<file path="src/rtl/game_status_if.sv">
// Game-status interface: bundles the game-control pulses, the line-clear
// valid/ready handshake and the status outputs shown by the on-screen UI.
//   master : playfield/controller side (drives New_Game, Top_Out, Clear_*)
//   slave  : game_status_tracker side (drives Clear_Ready and all status)
interface game_status_if;
  logic       New_Game;
  logic       Top_Out;
  logic       Clear_Valid;
  logic [2:0] Clear_Lines;
  logic       Clear_Ready;
  logic [6:0] Score;
  logic [3:0] Score_Tens;
  logic [3:0] Score_Ones;
  logic [6:0] Highest;
  logic       Win;
  logic       Lose;

  modport master (
    output New_Game, Top_Out, Clear_Valid, Clear_Lines,
    input  Clear_Ready, Score, Score_Tens, Score_Ones, Highest, Win, Lose
  );

  modport slave (
    input  New_Game, Top_Out, Clear_Valid, Clear_Lines,
    output Clear_Ready, Score, Score_Tens, Score_Ones, Highest, Win, Lose
  );
endinterface

</file>
<file path="src/rtl/game_status_tracker.sv">
// game_status_tracker: converts line-clear events into points, accumulates
// them one point per cycle into a binary score with parallel BCD digits,
// tracks the best score since reset and runs the IDLE/PLAY/WIN/LOSE FSM.
// Ports:
//   Clk     : system clock, rising edge
//   Reset_n : asynchronous active-low reset
//   gs      : game_status_if.slave (control pulses, clear handshake, status)
module game_status_tracker #(
  parameter logic [6:0] WIN_SCORE = 7'd50,
  parameter logic [6:0] SCORE_MAX = 7'd99,
  parameter logic [3:0] PTS_1     = 4'd1,
  parameter logic [3:0] PTS_2     = 4'd3,
  parameter logic [3:0] PTS_3     = 4'd5,
  parameter logic [3:0] PTS_4     = 4'd8
) (
  input  logic          Clk,
  input  logic          Reset_n,
  game_status_if.slave  gs
);

  typedef enum logic [1:0] {IDLE, PLAY, WIN, LOSE} state_t;

  state_t     state, state_n;
  logic [6:0] score, score_n;
  logic [3:0] tens, tens_n;
  logic [3:0] ones, ones_n;
  logic [3:0] pending, pending_n;
  logic [6:0] highest;
  logic       ready;
  logic       xfer;

  // Illegal line counts are accepted but award nothing.
  function automatic logic [3:0] pts(input logic [2:0] lines);
    case (lines)
      3'd1:    pts = PTS_1;
      3'd2:    pts = PTS_2;
      3'd3:    pts = PTS_3;
      3'd4:    pts = PTS_4;
      default: pts = 4'd0;
    endcase
  endfunction

  assign ready = (state == PLAY) && (pending == 4'd0);
  assign xfer  = gs.Clear_Valid && ready;

  always_ff @(posedge Clk or negedge Reset_n) begin
    if (!Reset_n) begin
      state   <= IDLE;
      score   <= '0;
      tens    <= '0;
      ones    <= '0;
      pending <= '0;
      highest <= '0;
    end else begin
      state   <= state_n;
      score   <= score_n;
      tens    <= tens_n;
      ones    <= ones_n;
      pending <= pending_n;
      // Follows the registered score, so it lags Score by one cycle.
      if (score > highest) highest <= score;
    end
  end

  always_comb begin
    state_n   = state;
    score_n   = score;
    tens_n    = tens;
    ones_n    = ones;
    pending_n = pending;
    if (gs.New_Game) begin
      state_n   = PLAY;
      score_n   = '0;
      tens_n    = '0;
      ones_n    = '0;
      pending_n = '0;
    end else if (state == PLAY) begin
      if (gs.Top_Out) begin
        // Loss beats everything else in PLAY; undelivered points are lost.
        state_n   = LOSE;
        pending_n = '0;
      end else if (pending != 4'd0) begin
        if (score == SCORE_MAX) begin
          pending_n = '0;
        end else begin
          score_n   = score + 7'd1;
          pending_n = pending - 4'd1;
          if (ones == 4'd9) begin
            ones_n = 4'd0;
            tens_n = tens + 4'd1;
          end else begin
            ones_n = ones + 4'd1;
          end
        end
      end else if (score >= WIN_SCORE) begin
        // Win is only evaluated once accumulation has drained; a clear
        // offered in this same cycle is consumed and discarded.
        state_n = WIN;
      end else if (xfer) begin
        pending_n = pts(gs.Clear_Lines);
      end
    end
  end

  assign gs.Clear_Ready = ready;
  assign gs.Score       = score;
  assign gs.Score_Tens  = tens;
  assign gs.Score_Ones  = ones;
  assign gs.Highest     = highest;
  assign gs.Win         = (state == WIN);
  assign gs.Lose        = (state == LOSE);

endmodule

</file>
<file path="src/flat_wrapper.sv">
// flat-port wrapper written by rule: the top's interface ports become plain ports
module game_status_tracker_flat 
#(
  parameter logic [6:0] WIN_SCORE = 7'd50,
  parameter logic [6:0] SCORE_MAX = 7'd99,
  parameter logic [3:0] PTS_1     = 4'd1,
  parameter logic [3:0] PTS_2     = 4'd3,
  parameter logic [3:0] PTS_3     = 4'd5,
  parameter logic [3:0] PTS_4     = 4'd8
)
  (Clk, Reset_n, gs_New_Game, gs_Top_Out, gs_Clear_Valid, gs_Clear_Lines, gs_Clear_Ready, gs_Score, gs_Score_Tens, gs_Score_Ones, gs_Highest, gs_Win, gs_Lose);
  game_status_if gs_i ();
  input  logic Clk;
  input  logic Reset_n;
  input wire logic [$bits(gs_i.New_Game)-1:0] gs_New_Game;
  input wire logic [$bits(gs_i.Top_Out)-1:0] gs_Top_Out;
  input wire logic [$bits(gs_i.Clear_Valid)-1:0] gs_Clear_Valid;
  input wire logic [$bits(gs_i.Clear_Lines)-1:0] gs_Clear_Lines;
  output wire logic [$bits(gs_i.Clear_Ready)-1:0] gs_Clear_Ready;
  output wire logic [$bits(gs_i.Score)-1:0] gs_Score;
  output wire logic [$bits(gs_i.Score_Tens)-1:0] gs_Score_Tens;
  output wire logic [$bits(gs_i.Score_Ones)-1:0] gs_Score_Ones;
  output wire logic [$bits(gs_i.Highest)-1:0] gs_Highest;
  output wire logic [$bits(gs_i.Win)-1:0] gs_Win;
  output wire logic [$bits(gs_i.Lose)-1:0] gs_Lose;
  assign gs_i.New_Game = gs_New_Game;
  assign gs_i.Top_Out = gs_Top_Out;
  assign gs_i.Clear_Valid = gs_Clear_Valid;
  assign gs_i.Clear_Lines = gs_Clear_Lines;
  assign gs_Clear_Ready = gs_i.Clear_Ready;
  assign gs_Score = gs_i.Score;
  assign gs_Score_Tens = gs_i.Score_Tens;
  assign gs_Score_Ones = gs_i.Score_Ones;
  assign gs_Highest = gs_i.Highest;
  assign gs_Win = gs_i.Win;
  assign gs_Lose = gs_i.Lose;
  game_status_tracker #(.WIN_SCORE(WIN_SCORE), .SCORE_MAX(SCORE_MAX), .PTS_1(PTS_1), .PTS_2(PTS_2), .PTS_3(PTS_3), .PTS_4(PTS_4)) u_core (.Clk(Clk), .Reset_n(Reset_n), .gs(gs_i));
endmodule
</file>
<file path="config.mk">
export PLATFORM = sky130hd
export DESIGN_NAME = game_status_tracker_flat
export DESIGN_NICKNAME = d
export VERILOG_FILES = /design/src/rtl/game_status_if.sv /design/src/rtl/game_status_tracker.sv /design/src/flat_wrapper.sv
export SDC_FILE = /design/constraint.sdc
export NUM_CORES = 1
export LEC_CHECK = 0
export ABC_AREA = 0
export CAP_MARGIN = 25
export CELL_PAD_IN_SITES_DETAIL_PLACEMENT = 1
export CELL_PAD_IN_SITES_GLOBAL_PLACEMENT = 1
export CORE_MARGIN = 5
export CORE_UTILIZATION = 34
export CTS_CLUSTER_SIZE = 30
export DETAILED_ROUTE_END_ITERATION = 16
export DONT_BUFFER_PORTS = 1
export GPL_TIMING_DRIVEN = 0
export PLACE_DENSITY = 0.6
export SYNTH_ARGS = -nofsm -noshare
export SYNTH_HDL_FRONTEND = slang
export SYNTH_SLANG_ARGS = --single-unit
</file>
<file path="constraint.sdc">
create_clock -name Clk -period 1.92 [get_ports Clk]
set_clock_uncertainty 0.1 [all_clocks]
set_input_delay 0.576 -clock Clk [delete_from_list [all_inputs] [get_ports Clk]]
set_output_delay 0.576 -clock Clk [all_outputs]
set_load 0.01 [all_outputs]
</file>
==> summary.txt, run 1 <==
Placed design
  • RD Place Congestion: 0.747
  • Placement Cell Area: 0.00175 mm2
  • Placed insts: 239
  • Port Buf Inserts: 0
  • Post-DP HPWL: 2.99 mm

STA
  • Tmin final: 2.06 ns
  • Max Fclk: 485 MHz
  • Crit share post-route: 1.07
  • Final hold violations: 0
  • # setup viols final: 18
  • RSZ-0062 raised after global routing: yes
  • Worst Max-Slew Pin Slew: 0.495 ns
  • Final hold slack: 0.00953 ns
  • Worst slew margin: 0.670
  • Final Worst Setup Slack: -0.143 ns
  • Slew Viols, Final: 0

Layout
  • Fin cells: 257
  • # nets final: 213
  • P&R area growth vs syn: 22.2%
  • # diodes: 0
  • Final Cell Area: 0.00203 mm2
  • Share of layout cells above drive strength 1: 0.295

Critical path
  • CP peak stage delay: 0.51 ns
  • CP top delay family: compound AO/OA/AOI/OAI gates
  • CP Cell Sequence: ha_1, a211oi_1, o21bai_1, o21bai_4, buf_12, mux2_2
  • Crit-path slowest cell: dfrtp_2
  • Worst R2R End: u_core.gs.Highest[6]
  • CP Buf/Inv Count: 1
  • Critical Path RT: 1.99 ns
  • Cells on worst reg2reg path: 6
  • Crit end category: register
  • R2R setup slack: -0.14 ns
  • Reg-to-Reg Start: u_core.gs.Score[4]
  • Critical path depth: 6
  • Crit path DAT: 2.13 ns
  • Kind of critical path: reg -> reg
  • Crit path launch type: register
  • Maximum fanout along the worst path: 8

Power
  • Total power: 2.17 mW
  • Maximum vdd ir drop: 0.574 mV
  • Cell Pwr Density: 1070 mW/mm2
  • P_leak: 0.864 nW

Yosys
  • Most frequent cells after synthesis: 28 x dfrtp_1, 22 x nor2_1, 14 x ha_1
  • Post-synthesis sequential area ratio: 0.421
  • Async set or reset register ratio after synthesis: 1.00
  • FF+latch count, synth: 28
  • Post-Syn Area: 0.00166 mm2
  • Cell variety after synth: 38
  • Top-area cell type share of the netlist area: 0.421
  • Synth area leader: dfrtp_1
  • Syn Inst Count: 172
  • Synth Area per Inst: 9.67 um2
  • Syn Nets: 194
  • Post-synth top flop: dfrtp_1
  • Most common cell in the netlist: dfrtp_1
  • Synth area leaders: dfrtp_1 42%, ha_1 11%, nor2_1 5.0%
  • Yosys Warn Count: 0
  • Number of synthesized flops with an enable pin: 0

Clock network
  • Worst skew pair latency: 0.28 ns
  • CTS Buf Count: 3
  • Clock sink count: 28
  • Clk root buf: clkbuf_8
  • TritonCTS clock tree: done
  • H-tree level count: 1
  • Clock Tree Buf Depth: 2
  • Worst-path clk slew: 0.10 ns

Flow run
  • Max cap viols: 0

Floorplanning
  • Die Y: 79.9 um
  • CORE AREA: 0.00472 mm2
  • Row count: 25
  • Io pins: 33
  • Die width: 79.9 um
  • Die Area: 0.00639 mm2
  • Initial Utilization: 0.352

Routing
  • Vias/cell: 5.14
  • Pre-antenna DRT Iters: 3
  • ANT nets after route: 0
  • Wire length per cell: 16.1 um
  • Drt initial violations: 24
  • DRC: 0
  • Vias: 1321
  • Post-Route WL: 4.15 mm

Global routing
  • Largest net degree at the start of global routing: 29
  • GR Overflow Total: 0
  • GRT Total Usage: 0.140
  • First-pass GRT wire length: 7.08 mm
  • Vias in the first global route: 1432
  • Initial antenna violation count: 0

Status
  • Outcome: finished with violations
  • Failing checks: setup timing

Worst hold path
  • Worst hold path type: in -> async
-- logic make-up (layout without fill, tap and decap cells) --
logic type,count (synthesis),in the layout,synth area share
AOI/OAI and AO/OA,36,36,0.153
xor gates and xnor gates,7,7,0.0369
adders and majority gates,14,14,0.105
buffers and inverters,16,34,0.0369
DFF,28,28,0.421
muxes,7,7,0.0474
and+or+nand+nor,64,64,0.199
-- where the power goes --
part | total, mW | internal [mW] | leakage, nW | switching [mW]
clock network | 0.372 | 0.184 | 0.0288 | 0.188
logic | 1.04 | 0.569 | 0.464 | 0.475
registers | 0.758 | 0.655 | 0.371 | 0.103
total | 2.17 | 1.41 | 0.864 | 0.765
-- registers in the layout (all words and copies together), names as in the netlist --
register              cells
u_core.gs.Score           7
u_core.gs.Score_Tens      4
u_core.gs.Highest         7
u_core.state              2
u_core.pending            4
u_core.gs.Score_Ones      4
-- layout by cell type, fill, tap and decap left out, types with 3 or more instances in the layout --
cell type / Yosys / routed
nand2_1: 11 / 10
mux2_4: 0 / 4
dfrtp_2: 0 / 5
nand4_1: 3 / 3
o21ai_0: 7 / 4
inv_2: 0 / 3
nand3_1: 6 / 6
a21oi_1: 11 / 9
buf_4: 0 / 13
clkbuf_8: 0 / 4
xor2_1: 7 / 7
nor3_1: 3 / 3
inv_1: 13 / 10
dfrtp_1: 28 / 23
ha_1: 14 / 11
nor2_1: 22 / 21
o21ai_1: 2 / 4
mux2_2: 7 / 3
nor3b_1: 4 / 3
-- metal layers --
layer | wire, um | vias up | share of wire | GRT usage
met2 | 2180 | 21 | 0.52 | 0.251
met5 | 0 | - | 0 | 0
met4 | 40 | 0 | 0.0096 | 0.0355
met1 | 1740 | 650 | 0.42 | 0.162
met3 | 195 | 5 | 0.047 | 0.0384
li1 | - | 645 | - | -
-- timing repair --
action	in CTS	in global routing
setup endpoints to repair	28	28
gates cloned	0	0
hold endpoints to repair	28	0
buffers inserted	6	7
pin swaps	10	5
hold buffers	1	0
gates resized for setup	17	12
-- how the worst max path moves through the flow --
stage	end	startpoint
floorplan	u_core.gs.Highest[0]	u_core.gs.Score[4]
global placement	u_core.gs.Score_Tens[2]	u_core.pending[0]
detailed placement	u_core.gs.Highest[3]	u_core.gs.Score[4]
CTS	u_core.gs.Highest[3]	u_core.gs.Score[1]
global route	u_core.pending[1]	u_core.gs.Score[1]
finish	u_core.gs.Highest[6]	u_core.gs.Score[4]
-- area by class of cell --
class                      instances  area, um2
fill                             526       2690
multi-input combinational        128        992
sequential                        28        707
timing repair buffer              14        130
tap                               67       83.8
clock buffer                       4       55.1
inverter                          13       48.8
buffer                             3       15.0
-- through the flow --
stage	setup TNS [ns]	setup WS (ns)	util
5_1_grt	-3.40	-0.221	0.430
3_3_place_gp	-2.15	-0.165	0.371
4_1_cts	-1.61	-0.132	0.410
2_1_floorplan	-0.0336	-0.00449	-
6_report	-1.33	-0.143	0.430
3_5_place_dp	-3.82	-0.232	0.371
Power figures use the tool's default switching activity.
==> inputs of run 2 (changes only) <==
--- a/config.mk
+++ b/config.mk
@@ -15,7 +15,7 @@
 export DETAILED_ROUTE_END_ITERATION = 16
 export DONT_BUFFER_PORTS = 1
 export GPL_TIMING_DRIVEN = 0
-export PLACE_DENSITY = 0.6
+export PLACE_DENSITY = 0.58
 export SYNTH_ARGS = -nofsm -noshare
 export SYNTH_HDL_FRONTEND = slang
 export SYNTH_SLANG_ARGS = --single-unit
==> constraint.sdc (replaced) <==
create_clock -name Clk -period 2 [get_ports Clk]
set_clock_uncertainty 0.1 [all_clocks]
set_input_delay 0.6 -clock Clk [delete_from_list [all_inputs] [get_ports Clk]]
set_output_delay 0.6 -clock Clk [all_outputs]
set_load 0.01 [all_outputs]
==> summary.txt, run 2 (synthesis gave the netlist of run 1 again) <==
STA
  • RSZ-0062 raised after global routing: yes (unchanged)
  • # setup viols final: 3 (was 18)
  • Slew Viols, Final: 0 (unchanged)
  • Max Fclk: 493 MHz (was 485 MHz)
  • Tmin final: 2.03 ns (was 2.06 ns)
  • Worst Max-Slew Pin Slew: 0.510 ns (was 0.495 ns)
  • Final hold violations: 0 (unchanged)
  • Worst slew margin: 0.660 (was 0.670)
  • Crit share post-route: 1.01 (was 1.07)
  • Final Worst Setup Slack: -0.0285 ns (was -0.143 ns)

Critical path
  • Crit end category: register (unchanged)
  • Most used cell, CP: a31oi_4
  • CP Cell Sequence: ha_2, or4_4, a31oi_4, a31oi_4, buf_6, a21oi_1 (was ha_1, a211oi_1, o21bai_1, o21bai_4, buf_12, mux2_2)
  • Maximum fanout along the worst path: 8 (unchanged)
  • Crit path launch type: register (unchanged)
  • Kind of critical path: reg -> reg (unchanged)
  • Crit-path slowest cell: dfrtp_2 (unchanged)
  • Crit path DAT: 2.13 ns (about the same)
  • CP peak stage delay: 0.50 ns (was 0.51 ns)
  • Critical Path RT: 2.10 ns (was 1.99 ns)

Status
  • Failing checks: setup timing (unchanged)
  • Outcome: finished with violations (unchanged)

Power
  • Seq pwr share: 0.342 (was 0.349)
  • Internal cell power: 1.37 mW (was 1.41 mW)
  • Maximum vdd ir drop: 0.610 mV (was 0.574 mV)
  • Total power: 2.13 mW (was 2.17 mW)
  • Clock power share: 0.174 (was 0.171)
  • Net Switching: 754 uW (was 765 uW)
  • Logic pwr share: 0.484 (was 0.480)
  • Cell Pwr Density: 1030 mW/mm2 (was 1070 mW/mm2)
  • P_leak: 0.884 nW (was 0.864 nW)
  • Switching part of the total: 0.355 (was 0.352)

Routing
  • Pre-antenna DRT Iters: 4 (was 3)
  • Post-Route WL: 4.25 mm (was 4.15 mm)
  • ANT nets after route: 0 (unchanged)
  • Wire length per cell: 16.4 um (was 16.1 um)
  • Vias: 1340 (was 1321)
  • Vias/cell: 5.17 (was 5.14)
  • DRC: 0 (unchanged)
  • Drt initial violations: 18 (was 24)

Clock network
  • Worst-path clk slew: 0.10 ns (about the same)
  • CTS Buf Count: 3 (unchanged)
  • Clk root buf: clkbuf_8 (unchanged)
  • Clock sink count: 28 (unchanged)
  • Worst skew pair latency: 0.28 ns (about the same)
  • TritonCTS clock tree: done (unchanged)
  • H-tree level count: 1 (unchanged)
  • Clock Tree Buf Depth: 2 (unchanged)

Layout
  • Fill cells: 544 (was 526)
  • Commonest cells after routing, fill and taps aside: 22 x dfrtp_1, 20 x nor2_1, 13 x buf_4 (was 23 x dfrtp_1, 21 x nor2_1, 13 x buf_4)
  • # nets final: 215 (was 213)
  • Share of layout cells above drive strength 1: 0.307 (was 0.295)
  • Fin cells: 259 (was 257)
  • P&R area growth vs syn: 23.7% (was 22.2%)
  • Commonest non-fill, non-tap cell in the layout: dfrtp_1 (unchanged)
  • # diodes: 0 (unchanged)
  • Util after Layout: 0.435 (was 0.430)

Floorplanning
  • CORE AREA: 0.00472 mm2 (unchanged)
  • Die Y: 79.9 um (unchanged)
  • Io pins: 33 (unchanged)
  • Die width: 79.9 um (unchanged)
  • Die Area: 0.00639 mm2 (unchanged)
  • Initial Utilization: 0.352 (unchanged)
  • Row count: 25 (unchanged)

Placed design
  • DP Worst Slack: -0.205 ns (was -0.232 ns)
  • Placed insts: 239 (unchanged)
  • Port Buf Inserts: 0 (unchanged)
  • RD Place Congestion: 0.794 (was 0.747)
  • Post-DP HPWL: 2.97 mm (was 2.99 mm)

Worst hold path
  • Worst hold path type: in -> async (unchanged)

Global routing
  • Initial antenna violation count: 0 (unchanged)
  • First-pass GRT wire length: 6.87 mm (was 7.08 mm)
  • Vias in the first global route: 1395 (was 1432)
  • GRT Total Usage: 0.136 (was 0.140)
  • GR Overflow Total: 0 (unchanged)
  • Largest net degree at the start of global routing: 29 (unchanged)

Flow run
  • Max cap viols: 0 (unchanged)
## run 2: area by class of cell
class                           instances  area [um2]  area share
Buffer                                  3        15.0     0.00730
Clock buffer                            4        55.1      0.0268
Inverter                               13        48.8      0.0237
Multi-Input combinational cell        128        1000       0.487
Sequential cell                        28         708       0.344
Tap cell                               67        83.8      0.0408
Timing Repair Buffer                   16         144      0.0700
## run 2: final timing paths
path / startpoint / to / slack [ns] / cells past startpoint
max: u_core.gs.Score[1] / u_core.pending[0] / -0.03 / 6
min: Reset_n / u_core.pending[2] / 0.02 / 1
max reg2reg: u_core.gs.Score[1] / u_core.pending[0] / -0.03 / 6
min reg2reg: u_core.state[0] / u_core.state[0] / 0.47 / 1
max in group asynchronous: Reset_n / u_core.gs.Score[3] / 1.59 / 1
min in group Clk: gs_Top_Out / u_core.pending[3] / 0.39 / 2
## run 2: worst max-delay path, delay by kind of cell, from the launching register on
family                   cells  cell delay [ns]
buffers and inverters        1             0.16
AND/OR/NAND/NOR              1             0.43
AO/OA/AOI/OAI                3             0.58
adder cells (fa/ha/maj)      1             0.19
flip-flops                   1             0.50
## run 2: power groups by stage
stage	combinational [mW]	sequential [mW]	clock (mW)
4_1_cts	0.774	0.726	0.380
2_1_floorplan	0.486	0.705	0
3_3_place_gp	0.580	0.723	0
3_5_place_dp	0.604	0.729	0
5_1_grt	1.12	0.740	0.406
6_report	1.03	0.727	0.370
## run 2: metrics by stage
stage | hold slack (ns) | setup TNS (ns) | cell area [um2]
floorplan | 0.204 | 0 | 1660
global placement | 0.205 | -1.90 | 1750
detailed placement | 0.205 | -2.87 | 1750
CTS | 0.0301 | -0.362 | 1930
global route | 0.0226 | -1.34 | 2060
finish | 0.0221 | -0.0341 | 2060
## run 2: per-layer routing
metal  wire length [um]  global-route usage  vias up
met5                  0                   0        -
met4                 59              0.0405        0
met3                210              0.0361        7
met2               2180               0.238       22
met1               1800               0.162      668
li1                   -                   -      643
## run 2: what timing repair did
item	CTS	global route
buffers inserted	8	7
pin swaps	7	8
endpoints found under the hold margin	28	0
endpoints found under the setup margin	24	19
gates resized for setup	16	23
hold buffers	1	0
